==> src/rtl/lcd_pkg.sv <==
// rtl/lcd_pkg.sv - shared state type and HD44780/PCF8574 constants for lcd_frame_writer
package lcd_pkg;

  typedef enum logic [2:0] {
    ST_PWRUP,
    ST_INIT_NIB,
    ST_INIT_CMD,
    ST_FRAME,
    ST_GAP
  } lcd_state_e;

  localparam int RS_BIT = 0;
  localparam int RW_BIT = 1;
  localparam int EN_BIT = 2;
  localparam int BL_BIT = 3;

  localparam logic [7:0] CMD_FUNC_4B2L = 8'h28;
  localparam logic [7:0] CMD_DISP_ON   = 8'h0C;
  localparam logic [7:0] CMD_ENTRY_INC = 8'h06;
  localparam logic [7:0] CMD_CLEAR     = 8'h01;
  localparam logic [7:0] DDRAM_L1      = 8'h80;
  localparam logic [7:0] DDRAM_L2      = 8'hC0;

  // Char k sits MSB-first in the row; NUL renders as a blank.
  function automatic logic [7:0] row_char(input logic [127:0] row, input logic [3:0] k);
    logic [7:0] c;
    c = row[{~k, 3'b000} +: 8];
    return (c == 8'h00) ? 8'h20 : c;
  endfunction

endpackage

==> src/rtl/lcd_byte_splitter.sv <==
// rtl/lcd_byte_splitter.sv - turns one LCD byte or init nibble into EN-strobed PCF8574 port bytes
module lcd_byte_splitter
  import lcd_pkg::*;
(
  input  logic       clk,
  input  logic       rst,
  input  logic [7:0] req_byte_i,
  input  logic       req_rs_i,
  input  logic       req_nib_i,
  input  logic       req_valid_i,
  output logic       req_ready_o,
  output logic [7:0] port_data_o,
  output logic       port_valid_o,
  input  logic       port_ready_i,
  output logic       done_o
);

  logic       active_q, active_d;
  logic [1:0] step_q, step_d;
  logic [7:0] byte_q, byte_d;
  logic       rs_q, rs_d;
  logic [3:0] nib;

  // Nibble-only requests start at step 2 so only the low nibble is strobed.
  always_comb begin
    active_d = active_q;
    step_d   = step_q;
    byte_d   = byte_q;
    rs_d     = rs_q;
    if (!active_q && req_valid_i) begin
      active_d = 1'b1;
      step_d   = req_nib_i ? 2'd2 : 2'd0;
      byte_d   = req_byte_i;
      rs_d     = req_rs_i;
    end else if (active_q && port_ready_i) begin
      step_d = step_q + 2'd1;
      if (step_q == 2'd3) active_d = 1'b0;
    end
  end

  always_ff @(posedge clk or negedge rst) begin
    if (!rst) begin
      active_q <= 1'b0;
      step_q   <= 2'd0;
      byte_q   <= 8'h00;
      rs_q     <= 1'b0;
    end else begin
      active_q <= active_d;
      step_q   <= step_d;
      byte_q   <= byte_d;
      rs_q     <= rs_d;
    end
  end

  assign nib          = step_q[1] ? byte_q[3:0] : byte_q[7:4];
  assign req_ready_o  = !active_q;
  assign port_valid_o = active_q;
  assign done_o       = active_q && port_ready_i && (step_q == 2'd3);

  always_comb begin
    port_data_o = 8'h00;
    if (active_q) begin
      port_data_o[7:4]    = nib;
      port_data_o[BL_BIT] = 1'b1;
      port_data_o[EN_BIT] = ~step_q[0];
      port_data_o[RW_BIT] = 1'b0;
      port_data_o[RS_BIT] = rs_q;
    end
  end

endmodule

==> src/rtl/lcd_frame_writer.sv <==
// rtl/lcd_frame_writer.sv - HD44780 init and frame sequencer over a PCF8574 byte stream
// Optional LCD_CHANGE_ONLY_EN: refresh only when the row inputs differ from the last frame sent.
module lcd_frame_writer
  import lcd_pkg::*;
#(
  parameter int CMD_CYC   = 2_500,
  parameter int CLR_CYC   = 100_000,
  parameter int PWRUP_CYC = 2_500_000
) (
  input  logic         clk,
  input  logic         rst,
  input  logic [127:0] row1,
  input  logic [127:0] row2,
  output logic [7:0]   out_data,
  output logic         out_valid,
  input  logic         out_ready,
  output logic         init_done,
  output logic         frame_done
);

  localparam int MAX_CYC = (PWRUP_CYC > CLR_CYC) ? ((PWRUP_CYC > CMD_CYC) ? PWRUP_CYC : CMD_CYC)
                                                 : ((CLR_CYC > CMD_CYC) ? CLR_CYC : CMD_CYC);
  localparam int CW = $clog2(MAX_CYC) + 1;
  localparam logic [CW-1:0] PWRUP_LOAD = CW'(PWRUP_CYC - 1);
  localparam logic [CW-1:0] CLR_LOAD   = CW'(CLR_CYC - 1);
  localparam logic [CW-1:0] CMD_LOAD   = CW'(CMD_CYC - 1);

  lcd_state_e     state_q, state_d;
  logic [5:0]     idx_q, idx_d;
  logic [CW-1:0]  cnt_q, cnt_d;
  logic           waiting_q, waiting_d;
  logic           len_clr_q, len_clr_d;
  logic [127:0]   snap1_q, snap1_d, snap2_q, snap2_d;
  logic           init_done_q, init_done_d;
  logic           frame_done_q, frame_done_d;

  logic       req_valid, req_ready, req_rs, req_nib, req_clr, split_done;
  logic [7:0] req_byte;
  logic       fire, start_frame;
  logic [3:0] ch1_k, ch2_k;

  assign fire  = waiting_q && (cnt_q == '0) && req_ready;
  assign ch1_k = idx_q[3:0] - 4'd1;
  assign ch2_k = idx_q[3:0] - 4'd2;

  // Items are issued the cycle the wait expires so out_valid stays low for exactly the wait.
  always_comb begin
    state_d      = state_q;
    idx_d        = idx_q;
    cnt_d        = cnt_q;
    waiting_d    = waiting_q;
    len_clr_d    = len_clr_q;
    snap1_d      = snap1_q;
    snap2_d      = snap2_q;
    init_done_d  = init_done_q;
    frame_done_d = 1'b0;
    req_valid    = 1'b0;
    req_byte     = 8'h00;
    req_rs       = 1'b0;
    req_nib      = 1'b0;
    req_clr      = 1'b0;
    start_frame  = 1'b0;
    if (waiting_q && cnt_q != '0) cnt_d = cnt_q - 1'b1;
    if (fire) begin
      case (state_q)
        ST_PWRUP: begin
          req_valid = 1'b1; req_byte = 8'h03; req_nib = 1'b1; req_clr = 1'b1;
          state_d   = ST_INIT_NIB;
          idx_d     = 6'd1;
        end
        ST_INIT_NIB: begin
          req_valid = 1'b1; req_nib = 1'b1; req_clr = 1'b1;
          req_byte  = (idx_q == 6'd3) ? 8'h02 : 8'h03;
          if (idx_q == 6'd3) begin
            state_d = ST_INIT_CMD;
            idx_d   = 6'd0;
          end else begin
            idx_d = idx_q + 6'd1;
          end
        end
        ST_INIT_CMD: begin
          if (idx_q == 6'd4) begin
            start_frame = 1'b1;
            init_done_d = 1'b1;
          end else begin
            req_valid = 1'b1;
            idx_d     = idx_q + 6'd1;
            case (idx_q[1:0])
              2'd0:    req_byte = CMD_FUNC_4B2L;
              2'd1:    req_byte = CMD_DISP_ON;
              2'd2:    req_byte = CMD_ENTRY_INC;
              default: begin req_byte = CMD_CLEAR; req_clr = 1'b1; end
            endcase
          end
        end
        ST_FRAME: begin
          if (idx_q == 6'd34) begin
            state_d      = ST_GAP;
            frame_done_d = 1'b1;
          end else begin
            req_valid = 1'b1;
            idx_d     = idx_q + 6'd1;
            if (idx_q == 6'd17) begin
              req_byte = DDRAM_L2;
            end else if (idx_q <= 6'd16) begin
              req_byte = row_char(snap1_q, ch1_k); req_rs = 1'b1;
            end else begin
              req_byte = row_char(snap2_q, ch2_k); req_rs = 1'b1;
            end
          end
        end
        ST_GAP: begin
`ifdef LCD_CHANGE_ONLY_EN
          if ({row1, row2} != {snap1_q, snap2_q}) start_frame = 1'b1;
`else
          start_frame = 1'b1;
`endif
        end
        default: state_d = ST_PWRUP;
      endcase
      if (start_frame) begin
        req_valid = 1'b1;
        req_byte  = DDRAM_L1;
        state_d   = ST_FRAME;
        idx_d     = 6'd1;
        snap1_d   = row1;
        snap2_d   = row2;
      end
      if (req_valid) begin
        waiting_d = 1'b0;
        len_clr_d = req_clr;
      end
    end
    if (split_done) begin
      waiting_d = 1'b1;
      cnt_d     = len_clr_q ? CLR_LOAD : CMD_LOAD;
    end
  end

  always_ff @(posedge clk or negedge rst) begin
    if (!rst) begin
      state_q      <= ST_PWRUP;
      idx_q        <= 6'd0;
      cnt_q        <= PWRUP_LOAD;
      waiting_q    <= 1'b1;
      len_clr_q    <= 1'b0;
      snap1_q      <= '0;
      snap2_q      <= '0;
      init_done_q  <= 1'b0;
      frame_done_q <= 1'b0;
    end else begin
      state_q      <= state_d;
      idx_q        <= idx_d;
      cnt_q        <= cnt_d;
      waiting_q    <= waiting_d;
      len_clr_q    <= len_clr_d;
      snap1_q      <= snap1_d;
      snap2_q      <= snap2_d;
      init_done_q  <= init_done_d;
      frame_done_q <= frame_done_d;
    end
  end

  lcd_byte_splitter u_split (
    .clk          (clk),
    .rst          (rst),
    .req_byte_i   (req_byte),
    .req_rs_i     (req_rs),
    .req_nib_i    (req_nib),
    .req_valid_i  (req_valid),
    .req_ready_o  (req_ready),
    .port_data_o  (out_data),
    .port_valid_o (out_valid),
    .port_ready_i (out_ready),
    .done_o       (split_done)
  );

  assign init_done  = init_done_q;
  assign frame_done = frame_done_q;

endmodule

==> config.mk <==
export PLATFORM = sky130hd
export DESIGN_NAME = lcd_frame_writer
export DESIGN_NICKNAME = d
export VERILOG_FILES = /design/src/rtl/lcd_pkg.sv /design/src/rtl/lcd_byte_splitter.sv /design/src/rtl/lcd_frame_writer.sv
export SDC_FILE = /design/constraint.sdc
export NUM_CORES = 1
export LEC_CHECK = 0
export BUFFER_PORTS_ARGS = -buffer_cell sky130_fd_sc_hd__buf_2
export CAP_MARGIN = 10
export CORE_AREA = 4 4 167 169
export CTS_CLUSTER_SIZE = 8
export DETAILED_ROUTE_END_ITERATION = 8
export DIE_AREA = 0 0 171 173
export GPL_TIMING_DRIVEN = 0
export PLACE_DENSITY_LB_ADDON = 0.25
export SYNTH_ARGS = -nofsm -noshare
export SYNTH_HDL_FRONTEND = slang
export SYNTH_SLANG_ARGS = --single-unit
==> constraint.sdc <==
create_clock -name clk -period 10.26 [get_ports clk]
set_clock_uncertainty 0.1 [all_clocks]
set_input_delay 1.026 -clock clk [delete_from_list [all_inputs] [get_ports clk]]
set_output_delay 1.026 -clock clk [all_outputs]
set_load 0.1 [all_outputs]
# --- Yosys cells after proc, flatten, opt, wreduce, memory -nomap -nowiden ---
# Cells that the tools add are included.
totals:
  register_bits: 304
  inputBits: 259
  output_inout_bits: 11
  elab_cells: 124
op_classes:
  add_sub_neg: 5
  magnitude_cmp: 1
  n_eq_ne: 16
  shift: 2
  n_mux: 55
  n_bitwise: 3
  reduce_logical: 29
op_table:
  columns: ["op", "count"]
  rows:
  - ["128-bit by 8-bit indexed part select with 8-bit output", 2]
  - ["8-bit 2-to-1 mux", 8]
  - ["23-bit 2-to-1 mux", 2]
  - ["8-bit one-hot mux with 4 select lines", 1]
  - ["6-bit 2-to-1 mux", 5]
  - ["1-bit 2-to-1 mux", 25]
  - ["6-bit one-hot mux with 4 select lines", 1]
  - ["23-bit zero test", 1]
  - ["23-bit nonzero test", 1]
  - ["23-bit by 1-bit subtractor with 23-bit output, second input constant", 1]
  - ["6-bit one-hot mux with 3 select lines", 1]
  - ["17-bit 2-to-1 mux", 1]
  - ["8-bit zero test", 2]
  - ["3-bit != test, second input constant", 4]
  - ["3-bit one-hot mux with 4 select lines", 1]
  - ["2-bit nonzero test", 5]
  - ["3-bit 2-to-1 mux", 3]
  - ["4-bit NOT", 2]
  - ["2-bit AND reduction", 4]
  - ["4-bit AND reduction", 2]
  - ["6-bit by 1-bit adder with 6-bit output, second input constant", 1]
  - ["3-bit by 2-bit equality test with 1-bit output, second input constant", 2]
  - ["6-bit by 2-bit equality test with 1-bit output, second input constant", 1]
  - ["6-bit by 3-bit equality test with 1-bit output, second input constant", 1]
  - ["24 further kinds", 34]

# --- Logic depth before layout (Yosys ltp) ---
# Gate-level depths: netlist of run 1.
logic_depth:
  word_depth: 11
  depth_mapped: 14
  depth_no_buf: 9

# --- Hierarchy ---
# A second synthesis of run 1 with hierarchy kept.
hier_totals:
  cells_unflattened: 993
  hier_area_um2: 14391.3
modules_own_cells:
  columns: ["mod", "n_inst", "cells_per_inst", "area_per_inst_um2", "seq_area_each_um2"]
  rows:
  - ["lcd_frame_writer", 1, 944, 13736.9, 7323.3]
  - ["lcd_byte_splitter", 1, 49, 654.4, 300.3]

# --- Worst setup path before layout of run 1 ---
# OpenSTA, ideal clock, no wires.
synth_path:
  path_type: "register -> output"
  from: "register u_split.active_q, in the netlist u_split.port_valid_o"
  to: "output out_data[2]"
  arrival_time_ns: 2.652
  required_time_ns: 9.134
  slack_ns: 6.482
  stages_incl_launch_ff: 3
  n_path_buf: 1
  path_cell_list: "dfrtp_1 clkbuf_1 nor2b_1"
synth_between:
  elab_chain_cells: 1
synth_lines:
  columns: ["item", "line", "source"]
  rows:
  - ["start: declaration", "lcd_byte_splitter.sv:18", "logic active_q, active_d;"]
  - ["start signal: assignment", "lcd_byte_splitter.sv:48", "active_q <= active_d;"]
  - ["8-bit 2-to-1 mux", "lcd_byte_splitter.sv:62", "if (active_q) begin"]
  - ["end: declaration", "lcd_frame_writer.sv:14", "output logic [7:0] out_data,"]
# Every way passes these cells.

# --- Worst setup path in the final report of run 1 ---
layout_path:
  from: "register idx_q[1]"
  to: "register u_split.byte_q[5]"
layout_between:
  elab_chain_cells: 11
  word_cells_on_any_way: 35
  classes_between: "add/sub: 2; order compare: 1; eq/ne: 5; shift: 2; mux: 19; bitwise: 2; reduce/logical: 4"
layout_lines:
  columns: ["item", "line", "source"]
  rows:
  - ["start: declaration", "lcd_frame_writer.sv:29", "logic [5:0] idx_q, idx_d;"]
  - ["start signal: assignment", "lcd_frame_writer.sv:153", "idx_q <= idx_d;"]
  - ["4-bit by 2-bit subtractor with 4-bit output / 4-bit by 1-bit subtractor with 4-bit output (equally long branches)", "lcd_frame_writer.sv:44, lcd_frame_writer.sv:43", null]
  - ["4-bit NOT", "lcd_pkg.sv:27", "c = row[{~k, 3'b000} +: 8];"]
  - ["128-bit by 8-bit indexed part select with 8-bit output", "lcd_pkg.sv:27", null]
  - ["8-bit zero test", "lcd_pkg.sv:28", "return (c == 8'h00) ? 8'h20 : c;"]
  - ["8-bit 2-to-1 mux", "lcd_pkg.sv:28", null]
  - ["8-bit 2-to-1 mux", "lcd_frame_writer.sv:105", "end else if (idx_q <= 6'd16) begin"]
  - ["8-bit 2-to-1 mux", "lcd_frame_writer.sv:103", "if (idx_q == 6'd17) begin"]
  - ["8-bit 2-to-1 mux", "lcd_frame_writer.sv:97", "if (idx_q == 6'd34) begin"]
  - ["8-bit one-hot mux with 4 select lines", "lcd_frame_writer.sv:65", "case (state_q)"]
  - ["8-bit 2-to-1 mux", "lcd_frame_writer.sv:121", "if (start_frame) begin"]
  - ["8-bit 2-to-1 mux", "lcd_frame_writer.sv:64", "if (fire) begin"]
  - ["end signal: assignment", "lcd_byte_splitter.sv:50", "byte_q <= byte_d;"]
  - ["end: declaration", "lcd_byte_splitter.sv:20", "logic [7:0] byte_q, byte_d;"]
# Parallel ways exist; a longest one is shown, timed or not. The select of a mux whose other input is x is not followed.
# A chain may end at the register's enable or synchronous reset.

==> results.cfg, run 1 <==
[clock_tree]
cts-root-buf = clkbuf_16
h-tree-depth = 2
clockBufferDepth = 3
numCtsBuffers = 43
cts_hold_buf = 0
cts.sinks = 304
clk_pin_slew_ps = 50
cts_resized = 0
post-cts-setup-buffers = 0
insertion_delay_ps = 540
cts_tree = done

[synthesis]
synthCells = 1533
async_flop_share_pct = 100
synth_top_cell_by_area = dfrtp_1
yosys.area.top_type_share_pct = 50.6
synth_edf_count = 0
postSynthAreaPerCell_um2 = 9.39
ys_seq_area_share_pct = 53.0
synth_flop_cell = dfrtp_1
ys_types = 61
syn-num-nets = 1804
yosysWarnings = 0
yosys_register_bits = 304
synth.area.top_cells = dfrtp_1, nand2_1, mux4_2
syn-cell-area_um2 = 14400

[sta]
rsz0062_at_grt = no
maxSlewViolCount = 0
final-setup-viol-count = 0
slew_headroom_pct = 36.2
fin_crit_ps = 5140
final-hold-violation-count = 0
max_freq_ghz = 0.195
fin_tns_setup_ps = 0
whs_ps = 356
min_period_over_period_pct = 50.1
worst_pin_slew_ps = 950

[final_layout]
antenna_cells = 0
syn_to_final_growth_pct = 20.8
final_nets = 2119
final_cell_area_um2 = 17400
drive_gt1_share_pct = 24.4
final_core_util_pct = 65.4

[floorplan]
start_util_pct = 54.2
die_h_um = 173
num_rows = 60
ioPinCount = 270
fp.dieW_um = 171
die-area_um2 = 29600
core_area_um2 = 26600

[flow_run]
drv_cap = 0

[global_route]
antenna_found_initial = 0
grt_pass1_vias = 12300
grt_max_degree = 108
track_usage_pct = 28.1
grt_pass1_wl_um = 65000
grt_overflow = 0

[pwr]
p_total_w = 0.00284
ir_worst_vdd_v = 0.0000918
pwr_density_cell_nw_per_um2 = 164
p_leak_nw = 7.79

[routing]
viasPerCell = 5.61
vias = 12300
first_pass_iters = 6
drt_iter0_drc = 961
drt-total-wl_um = 41900
drc_errors = 0
wl_per_cell_um = 19.1
ant_nets = 0

[setup_path]
cp_max_fo = 10
r2r_slack_ps = 5120
worstSetupPathType = flop to flop
cp.arrival_ps = 5500
critPathRequiredTime_ps = 10630
start_kind = flop
end_kind = flop

[placement]
port_buffers = 268
place.gp.congestion = 0.906
dp_hpwl_um = 30400
dpl_cell_area_um2 = 16200

[status]
status = finished clean

[min_path]
hold_path.class = flop to flop
Yosys cell counts, types with 3 or more instances:
library cell / instances
a31oi_1: 4
clkbuf_1: 48
a21oi_1: 24
o21ai_0: 19
o31ai_1: 5
or4_1: 4
buf_4: 6
or3_1: 3
a21o_1: 3
and2_1: 4
nand2_1: 804
buf_2: 33
mux2i_1: 11
dfstp_2: 13
xor2_1: 7
nor3_1: 9
dfrtp_1: 291
nand4b_1: 4
mux4_2: 72
xnor2_1: 17
nor2b_1: 7
nand3_1: 23
nor4_1: 10
inv_1: 12
ha_1: 12
nor2_1: 36
nand4_1: 10
layout by cell type, fill, tap and decap left out, drive strengths merged, types with 2 or more instances in the layout:
cell,netlist,final
nand2,804,804
buf,41,311
dfrtp,291,291
clkbuf,48,99
mux4,72,72
nor2,36,36
a21oi,24,24
nand3,24,24
o21ai,22,22
xnor2,17,17
dfstp,13,13
inv,12,13
ha,12,12
nor4,12,12
mux2i,11,11
nand4,10,10
nor3,10,10
nor2b,7,7
xor2,7,7
o31ai,5,5
or4,5,5
and2,4,4
nand4b,4,4
a31oi,4,4
or3,3,3
a21o,3,3
nand3b,2,2
nand2b,2,2
a22o,2,2
a21boi,2,2
o211ai,2,2
and3,2,2
mux2,2,2
or2,2,2
clkinv,1,2
area by class of cell:
cell class	instances	area (um2)
Timing Repair Buffer	270	1410
Buffer	89	405
Inverter	13	48.8
Tap cell	341	427
Fill cell	2209	9190
Clock buffer	51	1130
Sequential cell	304	7620
Clock inverter	2	25.0
Multi-Input combinational cell	1127	6330
power breakdown:
group / leakage, nW / internal, W / switching [W]
Clock: 0.562 / 0.000760 / 0.000498
Combinational: 4.39 / 0.000113 / 0.000158
Sequential: 2.84 / 0.00126 / 0.0000506
state kept, by name, summed over array words and instances (netlist names):
| signal | count |
|---|---|
| cnt_q | 23 |
| frame_done | 1 |
| idx_q | 6 |
| init_done | 1 |
| len_clr_q | 1 |
| snap1_q | 128 |
| snap2_q | 128 |
| state_q | 3 |
| u_split.byte_q | 8 |
| u_split.port_valid_o | 1 |
| u_split.rs_q | 1 |
| u_split.step_q | 2 |
| waiting_q | 1 |
critical path, stage by stage (launching register included):
cell      delay (ps)
dfrtp_1          490
clkbuf_1         370
clkbuf_1         650
inv_1            320
ha_1             370
clkbuf_1         410
clkbuf_1         760
mux4_2           460
mux4_2           530
nor4_1           210
nand3_1          110
nand4_1          110
o221a_2          170
worst paths after layout:
path                                         start                            end  cells past startpoint
max reg2reg                   idx_q[1]$_DFFE_PN0P_  u_split.byte_q[5]$_DFFE_PN0P_                     12
min in group asynchronous                      rst        snap2_q[29]$_DFFE_PN0P_                      1
min reg2reg                snap2_q[21]$_DFFE_PN0P_        snap2_q[21]$_DFFE_PN0P_                      2
max                           idx_q[1]$_DFFE_PN0P_  u_split.byte_q[5]$_DFFE_PN0P_                     12
max in group asynchronous                      rst       snap1_q[121]$_DFFE_PN0P_                      2
min                        snap2_q[21]$_DFFE_PN0P_        snap2_q[21]$_DFFE_PN0P_                      2
metal layers:
metal / track usage [%] / vias to the layer above / wire, um
li1: - / 5640 / -
met1: 38.5 / 6000 / 16500
met2: 45.9 / 586 / 20200
met3: 5.14 / 103 / 3670
met4: 9.44 / 0 / 1460
met5: 0 / - / 0
cell families after synthesis:
logic type | Yosys count | synth area share, %
simple gates | 930 | 25.9
flops | 304 | 53.0
buf+inv | 102 | 3.15
mux | 85 | 12.2
compound gates | 75 | 3.23
xor+xnor | 24 | 1.46
fa+ha+maj | 12 | 1.04
other cells | 1 | 0.0260
per-stage QoR:
step                      std cells  worst slack [ps]
after CTS                      2197              5070
after detailed placement       2144              5100
after global routing           2197              4900
after global placement         2142              2480
final                          2197              5120
after floorplan                1533              6480
No activity file was read; power rests on OpenSTA's default activity.
==> run 2, diff against run 1 <==
--- a/config.mk
+++ b/config.mk
@@ -7,10 +7,10 @@
 export LEC_CHECK = 0
 export BUFFER_PORTS_ARGS = -buffer_cell sky130_fd_sc_hd__buf_2
 export CAP_MARGIN = 10
-export CORE_AREA = 4 4 167 169
+export CORE_AREA = 4 4 174 176
 export CTS_CLUSTER_SIZE = 8
 export DETAILED_ROUTE_END_ITERATION = 8
-export DIE_AREA = 0 0 171 173
+export DIE_AREA = 0 0 178 180
 export GPL_TIMING_DRIVEN = 0
 export PLACE_DENSITY_LB_ADDON = 0.25
 export SYNTH_ARGS = -nofsm -noshare
==> constraint.sdc (replaced) <==
create_clock -name clk -period 4.1 [get_ports clk]
set_clock_uncertainty 0.1 [all_clocks]
set_input_delay 0.41 -clock clk [delete_from_list [all_inputs] [get_ports clk]]
set_output_delay 0.41 -clock clk [all_outputs]
set_load 0.1 [all_outputs]
==> run 2 against run 1 <==
  * Via count grew 3.4%
  * Sequential cell count is the same
  * Cell count grew 8.0%
  * Clock power grew to 2.5 times the previous value
  * First-iteration DRC count grew 9.8%
  * Global-route usage shrank 0.15 points
  * Die area grew 8.3%
  * Worst setup slack lost 4900 ps
  * Sequential power grew 150%
  * Non-clock buffer count grew 132
  * Hold slack lost 350 ps
  * Clock-buffer cell count is the same
  * Critical endpoint unchanged
==> results.cfg, run 2 (same netlist as run 1, synthesis figures left out) <==
[status]
status = finished clean

[routing]
drt_iter0_drc = 1055
drc_errors = 0
ant_nets = 0
first_pass_iters = 5
viasPerCell = 5.37
drt-total-wl_um = 44900
wl_per_cell_um = 18.9
vias = 12700

[sta]
final-hold-violation-count = 0
worst_pin_slew_ps = 972
final-setup-viol-count = 0
min_period_over_period_pct = 94.2
max_freq_ghz = 0.259
rsz0062_at_grt = no
fin_crit_ps = 3860
slew_headroom_pct = 34.7
maxSlewViolCount = 0
fin_tns_setup_ps = 0

[clock_tree]
cts_tree = done
insertion_delay_ps = 530
clk_pin_slew_ps = 50
post-cts-setup-buffers = 0
cts-root-buf = clkbuf_16
cts.sinks = 304
h-tree-depth = 2
clockBufferDepth = 3
numCtsBuffers = 43

[floorplan]
die_h_um = 180
fp.dieW_um = 178
die-area_um2 = 32000
num_rows = 62
ioPinCount = 270
start_util_pct = 50.3
core_area_um2 = 28600

[final_layout]
largestRegisters = snap1_q x128, snap2_q x128, cnt_q x23
syn_to_final_growth_pct = 30.8
drive_gt1_share_pct = 23.4
final_common_cell = nand2_1
final_cell_mix = nand2_1, buf_2, dfrtp_1
final_nets = 2251
fillers = 2184

[pwr]
ir_worst_vdd_v = 0.000271
p_total_w = 0.00726
p_leak_nw = 8.39
pwr_density_cell_nw_per_um2 = 386

[setup_path]
end_kind = flop
start_kind = flop
cp.arrival_ps = 4220
crit_buf_inv = 3
critPathRequiredTime_ps = 4460
worstSetupPathType = flop to flop
cp_slowest_cell = xnor2_1
path_cells = clkbuf_2 -> clkbuf_4 -> inv_1 -> ha_1 -> a21boi_0 -> xnor2_1 -> mux4_2 -> nor4_1 -> nand3_1 -> nand4_1 -> o221a_2
cpPeakStageDelay_ps = 770
cp_max_fo = 10
path_delay_family = buffers and inverters

[global_route]
grt_pass1_vias = 13200
grt_pass1_wl_um = 70000
grt_overflow = 0
antenna_found_initial = 1
grt_max_degree = 124
track_usage_pct = 28.0

[flow_run]
drv_cap = 0

[min_path]
hold_path.class = primary input to flop

[placement]
place.gp.congestion = 0.913
port_buffers = 268
dp_hpwl_um = 31100
## run 2: cell count changes in the layout (fill, tap and decap cells not counted), sizes merged
cell,previous run,this run
buf,311,312
clkbuf,99,97
diode,0,1
clkinv,2,1
dlygate4sd3,0,133
## run 2: area by class of cell
type                       instances  area (um2)  share of cell area (%)
timing repair buffer             403        2740                    14.5
buffer                            88         432                    2.29
multi-input combinational       1127        6340                    33.7
clock buffer                      51        1150                    6.10
clock inverter                     1        20.0                   0.106
tap                              384         480                    2.55
antenna                            1        2.50                  0.0133
sequential                       304        7620                    40.5
inverter                          13        48.8                   0.259
## run 2: path summary, 6_finish.rpt
check,startpoint,endpoint,slack (ps),cells after the start
min reg2reg,snap2_q[113]$_DFFE_PN0P_,snap2_q[113]$_DFFE_PN0P_,360,2
max,idx_q[1]$_DFFE_PN0P_,u_split.byte_q[5]$_DFFE_PN0P_,240,11
max reg2reg,idx_q[1]$_DFFE_PN0P_,u_split.byte_q[5]$_DFFE_PN0P_,240,11
min in group asynchronous,rst,snap2_q[13]$_DFFE_PN0P_,400,2
min,row2[85],snap2_q[85]$_DFFE_PN0P_,2,3
max in group asynchronous,rst,snap1_q[105]$_DFFE_PN0P_,2390,3
## run 2: worst reg2reg max path, stage by stage (launching register included)
cell,delay (ps)
dfrtp_1,500
clkbuf_2,290
clkbuf_4,310
inv_1,200
ha_1,300
a21boi_0,150
xnor2_1,770
mux4_2,480
nor4_1,310
nand3_1,100
nand4_1,110
o221a_2,170
## run 2: stage by stage
| stage | hold WS, ps | setup slack, ps | instances | util [%] | instance area, um2 |
|---|---|---|---|---|---|
| 2_1_floorplan | 14.4 | 458 | 1533 | - | 14400 |
| 3_3_place_gp | 344 | -3140 | 2185 | 56.7 | 16200 |
| 3_5_place_dp | 349 | -988 | 2187 | 56.9 | 16300 |
| 4_1_cts | 0.0846 | 91.9 | 2370 | 65.7 | 18800 |
| 5_1_grt | 2.57 | 10.5 | 2372 | 65.8 | 18800 |
| 6_report | 2.02 | 238 | 2372 | 65.8 | 18800 |
## run 2: metal layers
layer | vias up | GRT usage (%) | part of all wire (%)
li1 | 5906 | - | -
met1 | 6193 | 37.0 | 40
met2 | 532 | 46.0 | 48
met3 | 113 | 5.69 | 7.7
met4 | 0 | 10.1 | 3.8
met5 | - | 0 | 0
## run 2: report_power, final
group          internal [W]  switching [W]  leakage (nW)
clock               0.00194        0.00125         0.571
sequential          0.00316       0.000131          2.84
combinational      0.000366       0.000415          4.98
total               0.00547        0.00179          8.39
## run 2: repair_timing
action                                 CTS  global route
resized for setup                       12            15
endpoints found under the hold margin  222             1
hold buffers                           132             1
setup endpoints to repair              248           161
